### config.mk
export PLATFORM = sky130hd
export DESIGN_NAME = mem_sched
export DESIGN_NICKNAME = d
export VERILOG_FILES = /design/src/rtl/mem_sched_pkg.sv /design/src/rtl/mem_sched.sv
export SDC_FILE = /design/constraint.sdc
export NUM_CORES = 1
export LEC_CHECK = 0
export ABC_AREA = 1
export BUFFER_PORTS_ARGS = -buffer_cell sky130_fd_sc_hd__buf_4
export CORE_ASPECT_RATIO = 0.8
export CORE_MARGIN = 10
export CORE_UTILIZATION = 43
export CTS_CLUSTER_SIZE = 12
export DETAILED_ROUTE_END_ITERATION = 6
export PLACE_DENSITY = 0.81
export SYNTH_ARGS = -nofsm -noshare
export SYNTH_HDL_FRONTEND = slang
export SYNTH_SLANG_ARGS = --single-unit
### constraint.sdc
create_clock -name clk -period 1.8 [get_ports clk]
set_clock_uncertainty 0.05 [all_clocks]
set_input_delay 0.36 -clock clk [delete_from_list [all_inputs] [get_ports clk]]
set_output_delay 0.36 -clock clk [all_outputs]
set_load 0.03 [all_outputs]
### src/rtl/mem_sched_pkg.sv
// Shared definitions for the single-port memory scheduler: phase bit positions,
// FSM state encodings and the capture target of an outstanding access.
package mem_sched_pkg;

  localparam int unsigned ph_f = 0;
  localparam int unsigned ph_r = 1;
  localparam int unsigned ph_x = 2;
  localparam int unsigned ph_m = 3;
  localparam int unsigned ph_w = 4;

  typedef enum logic [1:0] {
    S_IDLE  = 2'd0,
    S_CWAIT = 2'd1,
    S_LWAIT = 2'd2,
    S_LDONE = 2'd3
  } state_e;

  typedef enum logic [1:0] {
    T_NONE = 2'd0,
    T_IF   = 2'd1,
    T_DM   = 2'd2,
    T_LD   = 2'd3
  } tgt_e;

endpackage

### src/rtl/mem_sched.sv
// Arbitrates the shared instruction/data memory port between fetch, load/store
// and the external loader, and holds the CPU phase while its access is pending.
module mem_sched
  import mem_sched_pkg::*;
#(
  parameter int unsigned AW  = 16,
  parameter int unsigned DW  = 32,
  parameter int unsigned LAT = 1
) (
  input  logic          clk,
  input  logic          n_rst,
  input  logic [4:0]    phase,
  input  logic          hlt,
  input  logic [AW-1:0] if_addr,
  output logic [DW-1:0] if_rdata,
  input  logic          dm_re,
  input  logic          dm_we,
  input  logic [AW-1:0] dm_addr,
  input  logic [DW-1:0] dm_wdata,
  output logic [DW-1:0] dm_rdata,
  input  logic          ld_req,
  input  logic          ld_we,
  input  logic [AW-1:0] ld_addr,
  input  logic [DW-1:0] ld_wdata,
  output logic          ld_ack,
  output logic [DW-1:0] ld_rdata,
  output logic          mem_en,
  output logic          mem_we,
  output logic [AW-1:0] mem_addr,
  output logic [DW-1:0] mem_wdata,
  input  logic [DW-1:0] mem_rdata,
  output logic          stall
);

  localparam int unsigned CW = $clog2(LAT + 1);

  state_e        r_state, w_state_nxt;
  tgt_e          r_tgt, w_tgt_nxt;
  logic [CW-1:0] r_cnt, w_cnt_nxt;
  logic [DW-1:0] r_if_rdata, r_dm_rdata, r_ld_rdata;

  logic          w_fetch, w_cpu_req, w_cpu_win, w_final;
  logic          w_mem_en, w_mem_we, w_ld_ack;
  logic          w_cap_if, w_cap_dm, w_cap_ld;
  logic          w_unused;

  assign w_unused  = ^{phase[ph_r], phase[ph_x], phase[ph_w]};
  assign w_fetch   = phase[ph_f];
  assign w_cpu_req = w_fetch | (phase[ph_m] & (dm_re | dm_we));
  assign w_cpu_win = w_cpu_req & ~(hlt & ld_req);
  assign w_final   = (r_cnt == CW'(1));

  always_comb begin
    w_state_nxt = r_state;
    w_tgt_nxt   = r_tgt;
    w_cnt_nxt   = r_cnt;
    w_mem_en    = 1'b0;
    w_mem_we    = 1'b0;
    mem_addr    = ld_addr;
    mem_wdata   = ld_wdata;
    w_ld_ack    = 1'b0;
    w_cap_if    = 1'b0;
    w_cap_dm    = 1'b0;
    w_cap_ld    = 1'b0;
    case (r_state)
      S_IDLE: begin
        if (w_cpu_win) begin
          w_mem_en    = 1'b1;
          w_mem_we    = ~w_fetch & dm_we;
          mem_addr    = w_fetch ? if_addr : dm_addr;
          mem_wdata   = dm_wdata;
          w_cnt_nxt   = CW'(LAT);
          w_state_nxt = S_CWAIT;
          // The capture target is latched so it cannot depend on the held inputs.
          if (w_fetch)    w_tgt_nxt = T_IF;
          else if (dm_we) w_tgt_nxt = T_NONE;
          else            w_tgt_nxt = T_DM;
        end else if (ld_req) begin
          w_mem_en    = 1'b1;
          w_mem_we    = ld_we;
          w_cnt_nxt   = CW'(LAT);
          w_state_nxt = S_LWAIT;
          w_tgt_nxt   = ld_we ? T_NONE : T_LD;
        end
      end
      S_CWAIT: begin
        w_cnt_nxt = r_cnt - CW'(1);
        if (w_final) begin
          w_cap_if    = (r_tgt == T_IF);
          w_cap_dm    = (r_tgt == T_DM);
          w_state_nxt = S_IDLE;
        end
      end
      S_LWAIT: begin
        w_cnt_nxt = r_cnt - CW'(1);
        if (w_final) begin
          w_cap_ld    = (r_tgt == T_LD);
          w_state_nxt = S_LDONE;
        end
      end
      S_LDONE: begin
        w_ld_ack    = 1'b1;
        w_state_nxt = S_IDLE;
      end
      default: w_state_nxt = S_IDLE;
    endcase
  end

  always_ff @(posedge clk or negedge n_rst) begin
    if (!n_rst) begin
      r_state    <= S_IDLE;
      r_tgt      <= T_NONE;
      r_cnt      <= '0;
      r_if_rdata <= '0;
      r_dm_rdata <= '0;
      r_ld_rdata <= '0;
    end else begin
      r_state <= w_state_nxt;
      r_tgt   <= w_tgt_nxt;
      r_cnt   <= w_cnt_nxt;
      if (w_cap_if) r_if_rdata <= mem_rdata;
      if (w_cap_dm) r_dm_rdata <= mem_rdata;
      if (w_cap_ld) r_ld_rdata <= mem_rdata;
    end
  end

  // Gated by reset so the port and the phase generator see silence during reset.
  assign mem_en   = w_mem_en & n_rst;
  assign mem_we   = w_mem_we & n_rst;
  assign stall    = w_cpu_req & ~((r_state == S_CWAIT) & w_final) & n_rst;
  assign ld_ack   = w_ld_ack;
  assign if_rdata = r_if_rdata;
  assign dm_rdata = r_dm_rdata;
  assign ld_rdata = r_ld_rdata;

endmodule

# Word level (Yosys, flattened, before mapping)
# Cells that the tools add are included.
# classes
reduce_logical	7
n_mux	31
addsub	1
magnitude_cmp	0
n_eq_ne	9
div	0
n_mul	0
bitwise_logic	14
n_shift	0
# ops
cell	n
$mux 32	2
$mux 16	3
$mux 2	9
$mux 1	15
$and 1x1->1	9
$eq 2x2->1 const B	4
$pmux 2 s4	1
$eq 2x1->1 const B	2
$ne 2x2->1 const B	2
$reduce_and 2->1	2
$reduce_bool 2->1	2
$ne 3x3->1 const B	1
$not 1->1	3
$reduce_and 3->1	1
$logic_not 2->1	1
$or 1x1->1	2
$pmux 1 s2	1
$reduce_or 2->1	1
$sub 1x1->1 const B	1
# totals
ff_bits	101
word_cells	68
input_bits	156
romBits	0
ram_bits	0
latch_bits	0
memories	0
out_inout_bits	148

# Longest topological paths before layout
# Gate-level depths: netlist of run 1.
# logic_depth
depth_word	7
ltp_mapped	10
depth_no_buf	8

# Least setup slack after synthesis of run 1
# OpenSTA, ideal clock, no wires.
# synth_path
path_type	input-to-output
start	in phase[0]
end	out stall
cell_stages	6
required_time_ns	1.390
setup_slack_ns	-0.062
n_path_buf	2
t_arrival_ns	1.452
cell_sequence	buf_4 -> inv_2 -> buf_6 -> nand2_1 -> nand2_1 -> nor3_1
# synth_via
elab_chain_len	3
# synth_rtl
item	line_no	source
from (decl)	mem_sched.sv:12	input logic [4:0] phase,
$or 1x1->1	mem_sched.sv:49	assign w_cpu_req = w_fetch | (phase[ph_m] & (dm_re | dm_we));
$and 1x1->1 (2 in series)	mem_sched.sv:130	assign stall = w_cpu_req & ~((r_state == S_CWAIT) & w_final) & n_rst;
to (decl)	mem_sched.sv:32	output logic stall
# No other way between the ends.

# Final worst setup path of run 1
# layout_path
start	reg r_state[0]
end	out mem_wdata[1]
# layout_via
elab_chain_len	2
# layout_rtl
item	line_no	source
from (decl)	mem_sched.sv:37	state_e r_state, w_state_nxt;
from (signal assigned)	mem_sched.sv:118	r_state <= w_state_nxt;
$logic_not 2->1	mem_sched.sv:65	case (r_state)
$mux 32	mem_sched.sv:65	
to (decl)	mem_sched.sv:30	output logic [DW-1:0] mem_wdata,
# No other way between the ends.

==> results of run 1 <==
## cell usage after synthesis
cell type,count
a21oi_1,32
buf_2,10
buf_4,5
buf_6,5
clkbuf_1,12
dfrtp_1,101
ha_1,4
inv_1,42
inv_2,4
nand2_1,289
nand2_2,3
nand3_1,6
nand3_2,2
nor2_1,36
nor2_4,1
nor3_1,1
o21ai_0,61
o21ai_1,6
o21bai_1,1
## through the flow
step	total power, mW	utilization, %	TNS [ns]	hold WS [ns]
after floorplan	8.84	-	0	0.0144
after global placement	12.1	66.9	-0.000299	0.416
after detailed placement	12.3	66.9	-1.69	0.416
after CTS	15.3	74.4	-12.23	0.0448
after global routing	16.6	77.6	-17.99	0.0574
final	15.8	77.6	-13.75	0.0291
## area by class of cell
type,count,area (µm²)
inverters,46,178
well taps,144,180
flip-flops and latches,101,2530
repair buffers,342,3080
clock inverters,7,103
fillers,717,2430
multi-input cells,442,2130
clock buffers,9,225
## layout by cell type (no fill, tap or decap), drive strengths merged
master	count
dfrtp	101
bufinv	2
nor3	1
clkbuf	15
nand2	292
inv	49
buf	336
ha	4
clkinv	2
o21ai	67
a21oi	32
nor2	37
nand3	8
o21bai	1
## flip-flops by register name, summed over array words and instances, names as in the netlist
name	flops
dm_rdata	32
if_rdata	32
ld_rdata	32
r_state	2
r_tgt	2
r_cnt	1
## layer usage
| metal | up-vias | wire [µm] |
|---|---|---|
| li1 | 2572 | - |
| met2 | 184 | 10900 |
| met5 | - | 0 |
| met3 | 44 | 1440 |
| met4 | 0 | 592 |
| met1 | 2489 | 7570 |
## path summary, 6_finish.rpt
path / start / endpoint / cells past startpoint
min in group clk: mem_rdata[20] / ld_rdata[20]$_DFFE_PN0P_ / 3
max reg2reg: r_state[0]$_DFFE_PN0P_ / dm_rdata[23]$_DFFE_PN0P_ / 11
min: n_rst / dm_rdata[3]$_DFFE_PN0P_ / 2
min reg2reg: if_rdata[31]$_DFFE_PN0P_ / if_rdata[31]$_DFFE_PN0P_ / 2
max: r_state[0]$_DFFE_PN0P_ / mem_wdata[1] / 9
max in group asynchronous: n_rst / dm_rdata[31]$_DFFE_PN0P_ / 2
## power groups by stage
stage / registers, mW / clock network [mW] / logic (mW)
final: 4.08 / 2.12 / 9.58
after global routing: 4.21 / 2.25 / 10.2
after CTS: 4.07 / 2.16 / 9.10
after detailed placement: 4.05 / 0 / 8.27
after global placement: 4.01 / 0 / 8.12
after floorplan: 6.14 / 0 / 2.70
## logic make-up (layout without fill, tap and decap cells)
group | after synthesis | in the layout | share of synthesized area (%)
AOI/OAI and AO/OA | 100 | 100 | 10.6
DFF | 101 | 101 | 53.2
adders and majority gates | 4 | 4 | 1.05
buffers and inverters | 78 | 404 | 7.62
and+or+nand+nor | 338 | 338 | 27.5
## critical path, stage by stage (launching register included)
cell and delay, ns:
dfrtp_1 0.39, inv_2 0.09, ha_4 0.16, nand3_4 0.10
clkinv_4 0.09, buf_12 0.14, clkbuf_16 0.14, nand2_1 0.06
nand2_1 0.07, buf_6 0.13
## repair_timing
item | CTS | global route
buffers inserted | 8 | 6
pin swaps | 5 | 13
setup endpoints to repair | 51 | 54
gates resized for setup | 77 | 53
gates cloned | 5 | 7
==> flow_metrics.env, run 1 <==
export IMPL_outcome="finished with violations"
export IMPL_failed_checks="negative setup slack"
export IMPL_synth_area_top_cells="dfrtp_1 53%, nand2_1 23%, o21ai_0 6.4%"
export IMPL_grt_busiest_layer="met2"
export IMPL_place_congestion=0.899
export IMPL_report_final_setup_viol=51
export IMPL_placed_area_um2=7260
export IMPL_cts_tree="done"
export IMPL_yosysTopAreaCellShare_pct=53.2
export IMPL_worst_pin_slew_ns=0.518
export IMPL_p_int_mw=8.47
export IMPL_wl_per_cell_um=18.8
export IMPL_drv_cap=0
export IMPL_p_sw_share_pct=46.3
export IMPL_dp_final_hpwl_um=13700
export IMPL_area_growth_pct=77.4
export IMPL_grt_pass1_wl_um=28300
export IMPL_slew_headroom_pct=65.5
export IMPL_final_cell_count_no_fill=1091
export IMPL_die_area_um2=15700
export IMPL_dr_pass1_iters=5
export IMPL_slew_violations=0
export IMPL_ys_warn_count=0
export IMPL_nets=1102
export IMPL_worstSetupEndpointType="output pin"
export IMPL_cts_hold_buf=0
export IMPL_synthesis_instances=621
export IMPL_dp_cells=1051
export IMPL_grt_pass1_vias=5071
export IMPL_grtUsageMet2_pct=40.8
export IMPL_rsz0062_at_grt="true"
export IMPL_drcViolationCount=0
export IMPL_grtUsageTotal_pct=22.9
export IMPL_crit_type="reg -> out"
export IMPL_min_path_type="in -> async"
export IMPL_coreArea_um2=10800
export IMPL_dpl_worst_slack_ns=-0.0631
export IMPL_synthesis_nets=781
export IMPL_drive_gt1_share_pct=45.8
export IMPL_die_x_um=137
export IMPL_gr_total_overflow=0
export IMPL_vias_per_cell=4.85
export IMPL_root_buffer="clkbuf_16"
export IMPL_met1_usage_pct=25.9
export IMPL_critical_path_required_ns=1.39
export IMPL_synth_area_um2=4750
export IMPL_ys_types=19
export IMPL_peakVddDrop_uv=1410
export IMPL_pwr_share_seq_pct=25.9
export IMPL_finalHoldViolCount=0
export IMPL_insertion_delay_ns=0.33
export IMPL_ys_seq_area_share_pct=53.2
export IMPL_drt_total_wl_um=20500
export IMPL_critPathMaxFanout=4
export IMPL_max_freq_ghz=0.471
export IMPL_grt_max_degree=102
export IMPL_rows=34
export IMPL_r2r_setup_slack_ns=0.01
export IMPL_ant_nets=0
export IMPL_min_period_over_period_pct=118
export IMPL_clk_pin_slew_ns=0.07
export IMPL_cp_start_kind="register"
export IMPL_min_period_ns=2.12
export IMPL_drt_initial_drc_count=476
export IMPL_cts_num_sinks=101
export IMPL_arrival_ns=1.71
export IMPL_diodes=0
export IMPL_cts_buffers_inserted=9
export IMPL_combPwrFrac_pct=60.7
export IMPL_antenna_found_initial=0
export IMPL_p_per_area_nw_per_um2=1870
export IMPL_avgSynthCellArea_um2=7.64
export IMPL_power_switching_mw=7.30
export IMPL_ctsLongestPathBuffers=2
export IMPL_leakage_nw=4.57
export IMPL_htree_levels=3
export IMPL_ys_ff_latch=101
export IMPL_numPortBuffers=300
export IMPL_finalInstanceArea_um2=8420
export IMPL_pwr_share_clk_pct=13.4
export IMPL_start_util_pct=43.8
export IMPL_num_vias=5289
export IMPL_setup_ws_ns=-0.321
export IMPL_die_height_um=114
export IMPL_use_met3_pct=6.85
export IMPL_io_pins=304
export IMPL_synth_area_leader_cell="dfrtp_1"
Power figures use the tool's default switching activity.
==> run 2, diff against run 1 <==
- MAX_ROUTING_LAYER: not set -> met4
==> flow_metrics.env, run 2 (same netlist as run 1, synthesis figures left out) <==
export IMPL_io_pins=304
export IMPL_report_final_setup_viol=54
export IMPL_cts_buffers_inserted=9
export IMPL_cts_num_sinks=101
export IMPL_reg2reg_to="dm_rdata[23]$_DFFE_PN0P_"
export IMPL_min_period_ns=2.15
export IMPL_r2r_setup_slack_ns=-0.02
export IMPL_clk_pin_slew_ns=0.07
export IMPL_grt_pass1_vias=5101
export IMPL_layout_common_cells="267 x buf_4, 239 x nand2_1, 101 x dfrtp_1, 61 x o21ai_0, 54 x buf_6"
export IMPL_cts_tree="done"
export IMPL_start_util_pct=43.8
export IMPL_crit_chain="inv_2, ha_4, nand3_4, clkinv_4, buf_12, clkbuf_16, nand2_1, nand2_1, buf_6"
export IMPL_die_height_um=114
export IMPL_rsz0062_at_grt="true"
export IMPL_timing_rr_start="r_state[0]$_DFFE_PN0P_"
export IMPL_worstSetupEndpointType="output pin"
export IMPL_failed_checks="negative setup slack"
export IMPL_finalHoldViolCount=0
export IMPL_dp_final_hpwl_um=13700
export IMPL_setup_ws_ns=-0.346
export IMPL_p_per_area_nw_per_um2=1880
export IMPL_arrival_ns=1.74
export IMPL_critPathMaxFanout=4
export IMPL_htree_levels=3
export IMPL_slew_violations=0
export IMPL_cpMaxStageDelayCell="dfrtp_1"
export IMPL_crit_type="reg -> out"
export IMPL_drcViolationCount=0
export IMPL_critical_path_required_ns=1.39
export IMPL_reg2reg_depth=11
export IMPL_min_period_over_period_pct=119
export IMPL_num_vias=5283
export IMPL_final_setup_tns_ns=-14.83
export IMPL_worst_pin_slew_ns=0.523
export IMPL_max_freq_ghz=0.466
export IMPL_peakVddDrop_uv=1430
export IMPL_gr_total_overflow=0
export IMPL_root_buffer="clkbuf_16"
export IMPL_utilization_pct=77.4
export IMPL_nets=1101
export IMPL_outcome="finished with violations"
export IMPL_grt_pass1_wl_um=28200
export IMPL_drive_gt1_share_pct=45.0
export IMPL_slew_headroom_pct=65.1
export IMPL_grtUsageTotal_pct=23.5
export IMPL_ctsLongestPathBuffers=2
export IMPL_vias_per_cell=4.85
export IMPL_cp_start_kind="register"
export IMPL_insertion_delay_ns=0.34
export IMPL_ant_nets=0
export IMPL_dr_pass1_iters=5
export IMPL_fin_hold_ws_ns=0.0231
export IMPL_min_path_type="in -> async"
export IMPL_drv_cap=0
export IMPL_leakage_nw=4.56
export IMPL_power_mw=15.8
export IMPL_grt_max_degree=102
export IMPL_area_growth_pct=76.9
export IMPL_coreArea_um2=10800
export IMPL_path_common_cell="nand2_1"
export IMPL_numPortBuffers=300
export IMPL_rows=34
export IMPL_critPathTopFamily="buffers and inverters"
export IMPL_wl_per_cell_um=18.7
export IMPL_die_area_um2=15700
export IMPL_diodes=0
export IMPL_final_common_cell="buf_4"
export IMPL_place_congestion=0.915
export IMPL_drt_initial_drc_count=400
export IMPL_slowest_delay_ns=0.40
export IMPL_antenna_found_initial=0
export IMPL_die_x_um=137
export IMPL_path_buf_inv=5
export IMPL_drt_total_wl_um=20400
==> run 2: layout make-up <==
class                      instances  area (µm²)
multi-input combinational        442        2120
inverter                          46         178
timing repair buffer             341        3070
fill                             740        2450
clock buffer                       9         225
clock inverter                     7         103
sequential                       101        2530
tap                              144         180
==> run 2: metrics by stage <==
step	setup slack [ns]	instances	cell area, µm²
6_report	-0.346	1090	8400
5_1_grt	-0.401	1090	8400
4_1_cts	-0.280	1080	8070
3_5_place_dp	-0.0631	1051	7260
3_3_place_gp	-0.000299	1051	7260
2_1_floorplan	0.0117	621	4800
==> run 2: worst max-delay path by stage <==
stage | startpoint | to | slack [ns] | cells after the start
after floorplan | r_state[0]$_DFFE_PN0P_ | mem_wdata[10] | 0.01 | 7
after global placement | r_state[0]$_DFFE_PN0P_ | mem_addr[1] | -0.0003 | 8
after detailed placement | r_state[0]$_DFFE_PN0P_ | mem_addr[11] | -0.06 | 8
after CTS | r_state[1]$_DFFE_PN0P_ | mem_wdata[11] | -0.28 | 8
after global routing | r_state[0]$_DFFE_PN0P_ | mem_wdata[13] | -0.40 | 9
final | r_state[0]$_DFFE_PN0P_ | mem_wdata[13] | -0.35 | 9
==> run 2: power breakdown <==
group / internal, mW / switching, mW
Clock: 1.24 / 0.889
Combinational: 3.82 / 5.74
Sequential: 3.40 / 0.690
Total: 8.45 / 7.32
==> run 2: worst reg2reg max path, stage by stage (launching register included) <==
cell,delay (ns)
dfrtp_1,0.40
buf_4,0.14
buf_6,0.11
buf_6,0.12
ha_4,0.16
nand2_2,0.05
inv_2,0.04
buf_4,0.15
nand3_4,0.08
buf_12,0.23
nand2_1,0.10
o21ai_1,0.10
==> run 2: what timing repair did <==
item	4_1_cts	5_1_grt
hold buffers	0	0
gates resized for setup	77	46
cloned	5	6
buffers inserted	8	6
setup endpoints to repair	51	54
pin swaps	5	13
==> run 2: per-layer routing <==
metal | routed length, µm | GRT usage [%] | vias to the layer above
met4 | 626 | 6.80 | 0
met2 | 10700 | 40.5 | 171
met3 | 1240 | 6.33 | 46
li1 | - | - | 2561
met5 | 0 | - | -
met1 | 7840 | 26.2 | 2505
==> run 3, diff against run 2 <==
- CELL_PAD_IN_SITES_DETAIL_PLACEMENT: not set -> 0
- CELL_PAD_IN_SITES_GLOBAL_PLACEMENT: not set -> 1
- CORE_MARGIN: 10 -> 1.5
- CORE_UTILIZATION: 43 -> 29
- PLACE_DENSITY: 0.81 -> not set
- PLACE_DENSITY_LB_ADDON: not set -> 0.1
==> flow_metrics.env, run 3 (same netlist as run 1, synthesis figures left out) <==
export IMPL_outcome="finished with violations"
export IMPL_failed_checks="negative hold slack, negative setup slack"
export IMPL_insertion_delay_ns=0.33
export IMPL_final_common_cell="buf_4"
export IMPL_critical_path_required_ns=1.39
export IMPL_critPathTopFamily="buffers and inverters"
export IMPL_ctsLongestPathBuffers=2
export IMPL_rows=41
export IMPL_cpMaxStageDelayCell="dfrtp_1"
export IMPL_drv_cap=0
export IMPL_grtUsageTotal_pct=19.4
export IMPL_fillers=1575
export IMPL_place_congestion=0.895
export IMPL_area_growth_pct=71.3
export IMPL_dr_pass1_iters=4
export IMPL_diodes=0
export IMPL_power_mw=14.7
export IMPL_drcViolationCount=0
export IMPL_fin_hold_ws_ns=-0.00365
export IMPL_peakVddDrop_uv=905
export IMPL_num_vias=5067
export IMPL_cts_tree="done"
export IMPL_rsz0062_at_grt="true"
export IMPL_crit_chain="inv_2, ha_4, nand3_4, buf_12, nand2_1, nand2_2, buf_6"
export IMPL_report_final_setup_viol=51
export IMPL_crit_type="reg -> out"
export IMPL_layout_common_cells="266 x buf_4, 253 x nand2_1, 101 x dfrtp_1, 61 x o21ai_0, 53 x buf_6"
export IMPL_setup_ws_ns=-0.219
export IMPL_max_freq_ghz=0.495
export IMPL_utilization_pct=51.1
export IMPL_ant_nets=0
export IMPL_wl_per_cell_um=14.0
export IMPL_slowest_delay_ns=0.38
export IMPL_gr_total_overflow=0
export IMPL_grt_pass1_wl_um=26100
export IMPL_cts_hold_buf=0
export IMPL_p_per_area_nw_per_um2=1810
export IMPL_worst_pin_slew_ns=0.580
export IMPL_drive_gt1_share_pct=42.7
export IMPL_cts_buffers_inserted=9
export IMPL_critPathMaxFanout=38
export IMPL_slew_headroom_pct=61.4
export IMPL_drt_initial_drc_count=228
export IMPL_dp_final_hpwl_um=11800
export IMPL_clk_pin_slew_ns=0.07
export IMPL_min_period_ns=2.02
export IMPL_coreArea_um2=15900
export IMPL_vias_per_cell=4.41
export IMPL_final_cell_count_no_fill=1148
export IMPL_htree_levels=3
export IMPL_min_period_over_period_pct=112
export IMPL_worstSetupEndpointType="output pin"
export IMPL_drt_total_wl_um=16100
export IMPL_io_pins=304
export IMPL_grt_pass1_vias=5128
export IMPL_cts_num_sinks=101
export IMPL_start_util_pct=29.9
export IMPL_arrival_ns=1.61
export IMPL_placed_area_um2=7400
export IMPL_dp_cells=1126
export IMPL_die_height_um=117
export IMPL_slew_violations=0
export IMPL_finalInstanceArea_um2=8130
export IMPL_path_buf_inv=3
export IMPL_dpl_worst_slack_ns=-0.0320
export IMPL_antenna_found_initial=0
export IMPL_cp_start_kind="register"
export IMPL_min_path_type="in -> async"
export IMPL_die_x_um=146
export IMPL_numPortBuffers=300
export IMPL_grt_max_degree=102
export IMPL_nets=1090
export IMPL_root_buffer="clkbuf_16"
export IMPL_die_area_um2=17200
export IMPL_finalHoldViolCount=2
export IMPL_leakage_nw=4.42
## run 3: cell count changes in the layout (fill, tap and decap cells not counted), moves of 4 or more
cell,delta
nand2_1,+14
nand2_2,-14
clkbuf_16,-4
buf_16,-5
## run 3: power by group
group          internal (mW)  switching, mW
Combinational           3.44           5.34
Sequential              3.40          0.659
Clock                   1.07          0.829
Total                   7.91           6.83
## run 3: through the flow
step	TNS [ns]	hold WS (ns)
2_1_floorplan	0	0.0144
4_1_cts	-9.51	0.0720
3_3_place_gp	-0.00822	0.419
5_1_grt	-14.03	0.0686
6_report	-8.88	-0.00365
3_5_place_dp	-0.107	0.425
## run 3: cell type report
cell class | count | area [µm²] | area share, %
inverter | 46 | 188 | 2.31
clock buffer | 9 | 225 | 2.77
tap | 215 | 269 | 3.31
sequential | 101 | 2530 | 31.1
timing repair buffer | 330 | 2820 | 34.7
multi-input combinational | 442 | 2040 | 25.1
clock inverter | 5 | 60.1 | 0.739
## run 3: per-layer routing
metal	GRT usage [%]	wire, µm	vias up	part of all wire, %
met5	-	0	-	0
met4	4.17	194	0	1.2
met3	5.95	1140	15	7.1
met2	31.8	7920	160	49
met1	23.6	6860	2357	43
li1	-	-	2535	-
## run 3: worst paths after layout
path / startpoint / endpoint / slack [ns] / depth (start not counted)
max: r_state[0]$_DFFE_PN0P_ / mem_wdata[28] / -0.22 / 7
min: n_rst / r_state[0]$_DFFE_PN0P_ / -0.004 / 2
max reg2reg: r_state[0]$_DFFE_PN0P_ / ld_rdata[19]$_DFFE_PN0P_ / 0.12 / 9
min reg2reg: if_rdata[19]$_DFFE_PN0P_ / if_rdata[19]$_DFFE_PN0P_ / 0.44 / 2
max in group asynchronous: n_rst / r_cnt$_DFFE_PN0P_ / 1.21 / 2
min in group clk: mem_rdata[28] / ld_rdata[28]$_DFFE_PN0P_ / 0.24 / 3
## run 3: worst register-to-register path, delay by kind of cell (launching register included)
family / cells / cell delay (ns)
AO/OA/AOI/OAI: 1 / 0.13
buffers and inverters: 4 / 0.50
flip-flops: 1 / 0.40
adder cells (fa/ha/maj): 1 / 0.19
AND/OR/NAND/NOR: 3 / 0.33
## run 3: repair_timing
| action | 4_1_cts | 5_1_grt |
|---|---|---|
| gates cloned | 0 | 3 |
| pin swaps | 4 | 3 |
| buffers inserted | 4 | 1 |
| endpoints found under the hold margin | 0 | 0 |
| gates resized for setup | 60 | 33 |
| endpoints found under the setup margin | 51 | 61 |
